File: src/rtl/mul_arbiter_2.sv
// mul_arbiter_2: round-robin front end sharing one 10x10 multiplier between two requesters.
// Optional WAIT-state watchdog is compiled in when MUL_ARB_TIMEOUT_EN is defined.
module mul_arbiter_2 #(
    parameter int unsigned START_CYCLES = 2,
    parameter int unsigned TIMEOUT      = 64
) (
    input  logic        clk,
    input  logic        rst_n,
    input  logic        req0_valid,
    input  logic [9:0]  req0_a,
    input  logic [9:0]  req0_b,
    output logic        req0_ready,
    input  logic        req1_valid,
    input  logic [9:0]  req1_a,
    input  logic [9:0]  req1_b,
    output logic        req1_ready,
    output logic        resp0_valid,
    output logic [19:0] resp0_data,
    output logic        resp0_err,
    input  logic        resp0_ready,
    output logic        resp1_valid,
    output logic [19:0] resp1_data,
    output logic        resp1_err,
    input  logic        resp1_ready,
    output logic        mul_start,
    output logic [9:0]  mul_a,
    output logic [9:0]  mul_b,
    input  logic [19:0] mul_s,
    input  logic        mul_done
);

    // state | meaning
    // IDLE  | no operation; grants a pending request and latches its operands
    // START | mul_start asserted for START_CYCLES cycles
    // WAIT  | waiting for mul_done (or watchdog expiry when enabled)
    // RESP  | response held for the granted requester until it is consumed

    if (START_CYCLES < 1 || START_CYCLES > 15 || TIMEOUT < 1) begin : g_param_check
        $error("mul_arbiter_2: START_CYCLES must be 1..15 and TIMEOUT at least 1");
    end

    typedef enum logic [1:0] {IDLE, START, WAIT, RESP} state_t;

    state_t      state;
    state_t      state_nxt;
    logic        gnt_id;
    logic        prio;
    logic        gnt_nxt;
    logic        any_req;
    logic        resp_taken;
    logic [3:0]  start_cnt;
    logic [19:0] resp_data;

`ifdef MUL_ARB_TIMEOUT_EN
    localparam int unsigned TW = (TIMEOUT > 1) ? $clog2(TIMEOUT) : 1;
    logic [TW-1:0] to_cnt;
    logic          resp_err;
    logic          to_expired;

    assign to_expired = (to_cnt == '0);
`endif

    always_comb begin
        state_nxt  = state;
        any_req    = req0_valid | req1_valid;
        // prio names the requester that wins a tie; it flips to the other one after each grant
        gnt_nxt    = req1_valid & (~req0_valid | prio);
        resp_taken = gnt_id ? resp1_ready : resp0_ready;
        case (state)
            IDLE:  if (any_req) state_nxt = START;
            START: if (start_cnt == 4'd0) state_nxt = WAIT;
            WAIT: begin
                if (mul_done) state_nxt = RESP;
`ifdef MUL_ARB_TIMEOUT_EN
                else if (to_expired) state_nxt = RESP;
`endif
            end
            RESP:  if (resp_taken) state_nxt = IDLE;
            default: state_nxt = IDLE;
        endcase
    end

    // Ready is gated by rst_n so nothing is accepted while reset is held.
    assign req0_ready  = rst_n & (state == IDLE) & req0_valid & ~gnt_nxt;
    assign req1_ready  = rst_n & (state == IDLE) & gnt_nxt;
    assign mul_start   = (state == START);
    assign resp0_valid = (state == RESP) & ~gnt_id;
    assign resp1_valid = (state == RESP) & gnt_id;
    assign resp0_data  = resp_data;
    assign resp1_data  = resp_data;

`ifdef MUL_ARB_TIMEOUT_EN
    assign resp0_err = resp_err & ~gnt_id;
    assign resp1_err = resp_err & gnt_id;
`else
    assign resp0_err = 1'b0;
    assign resp1_err = 1'b0;
`endif

    always_ff @(posedge clk or negedge rst_n) begin
        if (!rst_n) begin
            state     <= IDLE;
            gnt_id    <= 1'b0;
            prio      <= 1'b0;
            start_cnt <= 4'd0;
            mul_a     <= 10'd0;
            mul_b     <= 10'd0;
            resp_data <= 20'd0;
`ifdef MUL_ARB_TIMEOUT_EN
            to_cnt    <= '0;
            resp_err  <= 1'b0;
`endif
        end else begin
            state <= state_nxt;
            case (state)
                IDLE: begin
                    if (any_req) begin
                        gnt_id    <= gnt_nxt;
                        prio      <= ~gnt_nxt;
                        mul_a     <= gnt_nxt ? req1_a : req0_a;
                        mul_b     <= gnt_nxt ? req1_b : req0_b;
                        start_cnt <= 4'(START_CYCLES - 1);
                    end
                end
                START: begin
                    if (start_cnt != 4'd0) start_cnt <= start_cnt - 4'd1;
`ifdef MUL_ARB_TIMEOUT_EN
                    to_cnt <= TW'(TIMEOUT - 1);
`endif
                end
                WAIT: begin
                    if (mul_done) begin
                        resp_data <= mul_s;
`ifdef MUL_ARB_TIMEOUT_EN
                        resp_err  <= 1'b0;
`endif
                    end
`ifdef MUL_ARB_TIMEOUT_EN
                    else if (to_expired) begin
                        resp_data <= 20'd0;
                        resp_err  <= 1'b1;
                    end else begin
                        to_cnt <= to_cnt - TW'(1);
                    end
`endif
                end
                default: ;
            endcase
        end
    end

endmodule

File: config.mk
export PLATFORM = sky130hd
export DESIGN_NAME = mul_arbiter_2
export DESIGN_NICKNAME = d
export VERILOG_FILES = /design/src/rtl/mul_arbiter_2.sv
export SDC_FILE = /design/constraint.sdc
export NUM_CORES = 1
export LEC_CHECK = 0
export CORE_MARGIN = 10
export CORE_UTILIZATION = 42
export CTS_BUF_LIST = sky130_fd_sc_hd__clkbuf_8
export CTS_CLUSTER_SIZE = 24
export DETAILED_ROUTE_END_ITERATION = 8
export PLACE_DENSITY = 0.95
export SETUP_SLACK_MARGIN = 0.4
export SLEW_MARGIN = 20
export SYNTH_ARGS = -nofsm -noshare
export SYNTH_HDL_FRONTEND = slang
export SYNTH_SLANG_ARGS = --single-unit
File: constraint.sdc
create_clock -name clk -period 4.8 [get_ports clk]
set_clock_uncertainty 0.15 [all_clocks]
set_input_delay 0.96 -clock clk [delete_from_list [all_inputs] [get_ports clk]]
set_output_delay 0.96 -clock clk [all_outputs]
set_load 0.03 [all_outputs]
==> summary.md <==
| Metric | Value |
|---|---|
| Mapped Area | `around 0.0022 sq mm` |
| Port buffer count | `approximately 130` |
| DRC | `0` |
| TritonCTS buffer count | `5` |
| Post-DP HPWL | `roughly 5.6 mm` |
| GPL Wtd Cong | `about 0.84` |
| Clock root cell | `clkbuf_8` |
| Starting Density | `43.6%` |
| CTS Sinks | `48` |
| Slew Limit Fails | `0` |
| Min-delay worst type | `register to register` |
| Detailed Route WL | `6.94 mm` |
| CTS Buffer Depth | `2` |
| IO Count | `134` |
| CP max-delay cell | `clkdlybuf4s50_1` |
| Routed len/inst | `18.7 um` |
| Max incr delay on CP | `0.68 ns` |
| Status | `finished clean` |
| Maximum vdd drop | `about 0.00037 V` |
| Via count | `1,870` |
| Slew @ Worst Pin | `0.846 ns` |
| Layout cell share with drive strength beyond 1 | `12.3%` |
| Die area | `around 0.0087 sq mm` |
| CP arrival | `between 2 and 3 ns` |
| Yosys warns | `0` |
| Dominant cells by area after synthesis | `dfrtp_1 54%, mux2_2 10%, a222oi_1 8.9%, buf_4 7.4%, inv_1 4.4%` |
| Post-route ant nets | `0` |
| GRT overflow | `0` |
| Pleak | `~1.6 nW` |
| Core box area | `0.00514 sq mm` |
| Worst Setup End Kind | `output port` |
| Initial DRC Count | `166` |
| Period minus WS final | `3.65 ns` |
| Placed inst area | `0.00347 sq mm` |
| Gr usage total | `15.4%` |
| Die width | `93.1 um` |
| Final instance area | `0.00360 sq mm` |
| Clk_lat worst skew | `between 0.2 and 0.3 ns` |
| Critical path fanouts, max | `4` |
| Initial antenna violation count | `0` |
| Fin crit share | `76.1%` |
| Syn Area/Cell | `11.9 sq um` |
| Pwr Density | `754 mW/mm^2` |
| Setup bufs post-CTS | `0` |
| Post-layout util | `70.0%` |
| Cell Int Power | `approximately 1.5 mW` |
| Post-synth top area cell | `dfrtp_1` |
| Die height | `a little over 90 um` |
| FF+latch count, synth | `48` |
| Final Setup Violations | `0` |
| Cell mode on critical path | `clkdlybuf4s50_1` |
| First-pass GRT wire length | `about 11 mm` |
| Switching power | `1.19 mW` |
| Max cap viols | `0` |
| Fin Setup TNS | `0 ns` |
| Site row count | `26` |
| Comb pwr share | `approximately three fifths` |
| CTS hold repair buffers | `0` |
| Register area share after synthesis | `53.6%` |
| Worst-path clk slew | `0.08 ns` |
| Synth unique cells | `31` |
| Hold Violations, Final | `0` |
| Area Growth Syn to Fin | `60.4%` |
| CTS tree | `yes` |
| CP Class | `input port to output port` |
| Antenna diode instance count | `0` |
| Largest net degree at the start of global routing | `49` |
| Clk pwr share | `a little under an eighth` |
| Fmax | `274 MHz` |
| RSZ-0062 raised after global routing | `false` |
| Top cell type's share of synthesized area | `53.6%` |
| Initial DRT Pass Iterations | `5` |
| Post-CTS sizing | `0` |
| Cell count after synthesis | `between 150 and 200` |
| # fillers | `397` |
| Vias per cell | `5.04` |
| Worst Path Required | `3.69 ns` |
| Max-slew headroom | `a little over two fifths` |
| H-tree levels | `2` |
| Nets | `373` |
| Sequential share of power | `27.3%` |
| Worst path cell trace | `clkdlybuf4s50_1 -> nand2_1 -> a21oi_1 -> and2_1 -> clkdlybuf4s50_1` |
| Sw Share | `between 40 and 50%` |
| Setup crit start kind | `input port` |
| Vias in the first global route | `2,056` |
-- critical path, delay by kind of cell --
kind / cells / cell delay (ns)
AOI/OAI and AO/OA: 1 / 0.17
and+or+nand+nor: 2 / 0.22
buffers and inverters: 2 / 1.19
-- layout make-up --
cell class	count	area, sq um	share of cell area [%]
inverters	26	97.6	2.71
multi-input cells	84	747	20.8
clock inverters	1	30.0	0.835
well taps	70	87.6	2.44
clock buffers	7	96.3	2.68
repair buffers	135	1340	37.2
flip-flops and latches	48	1200	33.4
-- synth_stat cells, drive strengths merged --
| cell | instances |
|---|---|
| nand3 | 1 |
| nor2 | 1 |
| ha | 6 |
| o21ai | 4 |
| o22ai | 1 |
| o311ai | 1 |
| buf | 22 |
| nor2b | 1 |
| or3b | 2 |
| o221ai | 1 |
| nor3 | 1 |
| dfrtp | 48 |
| and2 | 3 |
| a22oi | 1 |
| nand3b | 2 |
| a21o | 2 |
| a222oi | 20 |
| clkbuf | 9 |
| mux2i | 2 |
| a22o | 1 |
| nand2 | 8 |
| a21oi | 2 |
| conb | 1 |
| mux2 | 21 |
| a221o | 1 |
| inv | 26 |
-- through the flow --
stage                     power (mW)  worst slack (ns)  hold slack, ns  std cells
after floorplan                 1.81              1.88           0.322        189
after global placement          2.37              1.22           0.322        363
after detailed placement        2.43              1.16           0.332        363
after CTS                       2.74              1.15           0.352        371
after global routing            2.87              1.09           0.374        371
final                           2.71              1.15           0.351        371
-- routing by layer --
layer / routed length (um) / global-route usage [%]
met1: 2500 / 15.8
met2: 3770 / 28.9
met3: 619 / 6.08
met4: 58 / 2.83
met5: 0 / 0
-- worst paths after layout --
path,from,depth (start not counted),end,slack [ns]
min reg2reg,mul_a[6],2,mul_a[6],0.35
max in group asynchronous,rst_n,2,resp0_data[12],3.44
min in group asynchronous,rst_n,2,start_cnt[0],0.65
max reg2reg,start_cnt[0],5,state[1],2.72
min,mul_a[6],2,mul_a[6],0.35
max,req1_valid,5,req1_ready,1.15
-- placed cells by master, fill, tap and decap left out, drive strengths merged --
master / count
dfrtp: 48
o311ai: 1
bufinv: 1
o22ai: 1
a222oi: 20
nor2: 1
nand3: 1
buf: 5
mux2: 21
and2: 3
a221o: 1
a22oi: 1
conb: 2
a22o: 1
o221ai: 1
nand2: 8
nor3: 1
o21ai: 4
or3b: 2
a21o: 2
clkdlybuf4s50: 130
mux2i: 2
nand3b: 2
inv: 26
nor2b: 1
a21oi: 2
ha: 6
clkbuf: 7
-- cells by family after synthesis --
logic type,share of synthesized area [%]
simple gates,4.63
fa+ha+maj,3.35
other cells,0.167
buf+inv,13.3
compound gates,13.4
mux,11.6
flops,53.6
-- power groups by stage --
stage | Combinational, mW | Sequential (mW) | Clock, mW
3_3_place_gp | 1.64 | 0.730 | 0
3_5_place_dp | 1.68 | 0.743 | 0
6_report | 1.66 | 0.740 | 0.309
4_1_cts | 1.68 | 0.740 | 0.320
2_1_floorplan | 0.756 | 1.05 | 0
5_1_grt | 1.76 | 0.768 | 0.335
-- state kept, by name (all words and copies together), names as in the netlist --
signal,flops
gnt_id,1
mul_a,10
mul_b,10
prio,1
resp0_data,20
start_cnt,4
state,2
Power figures use the tool's default switching activity.
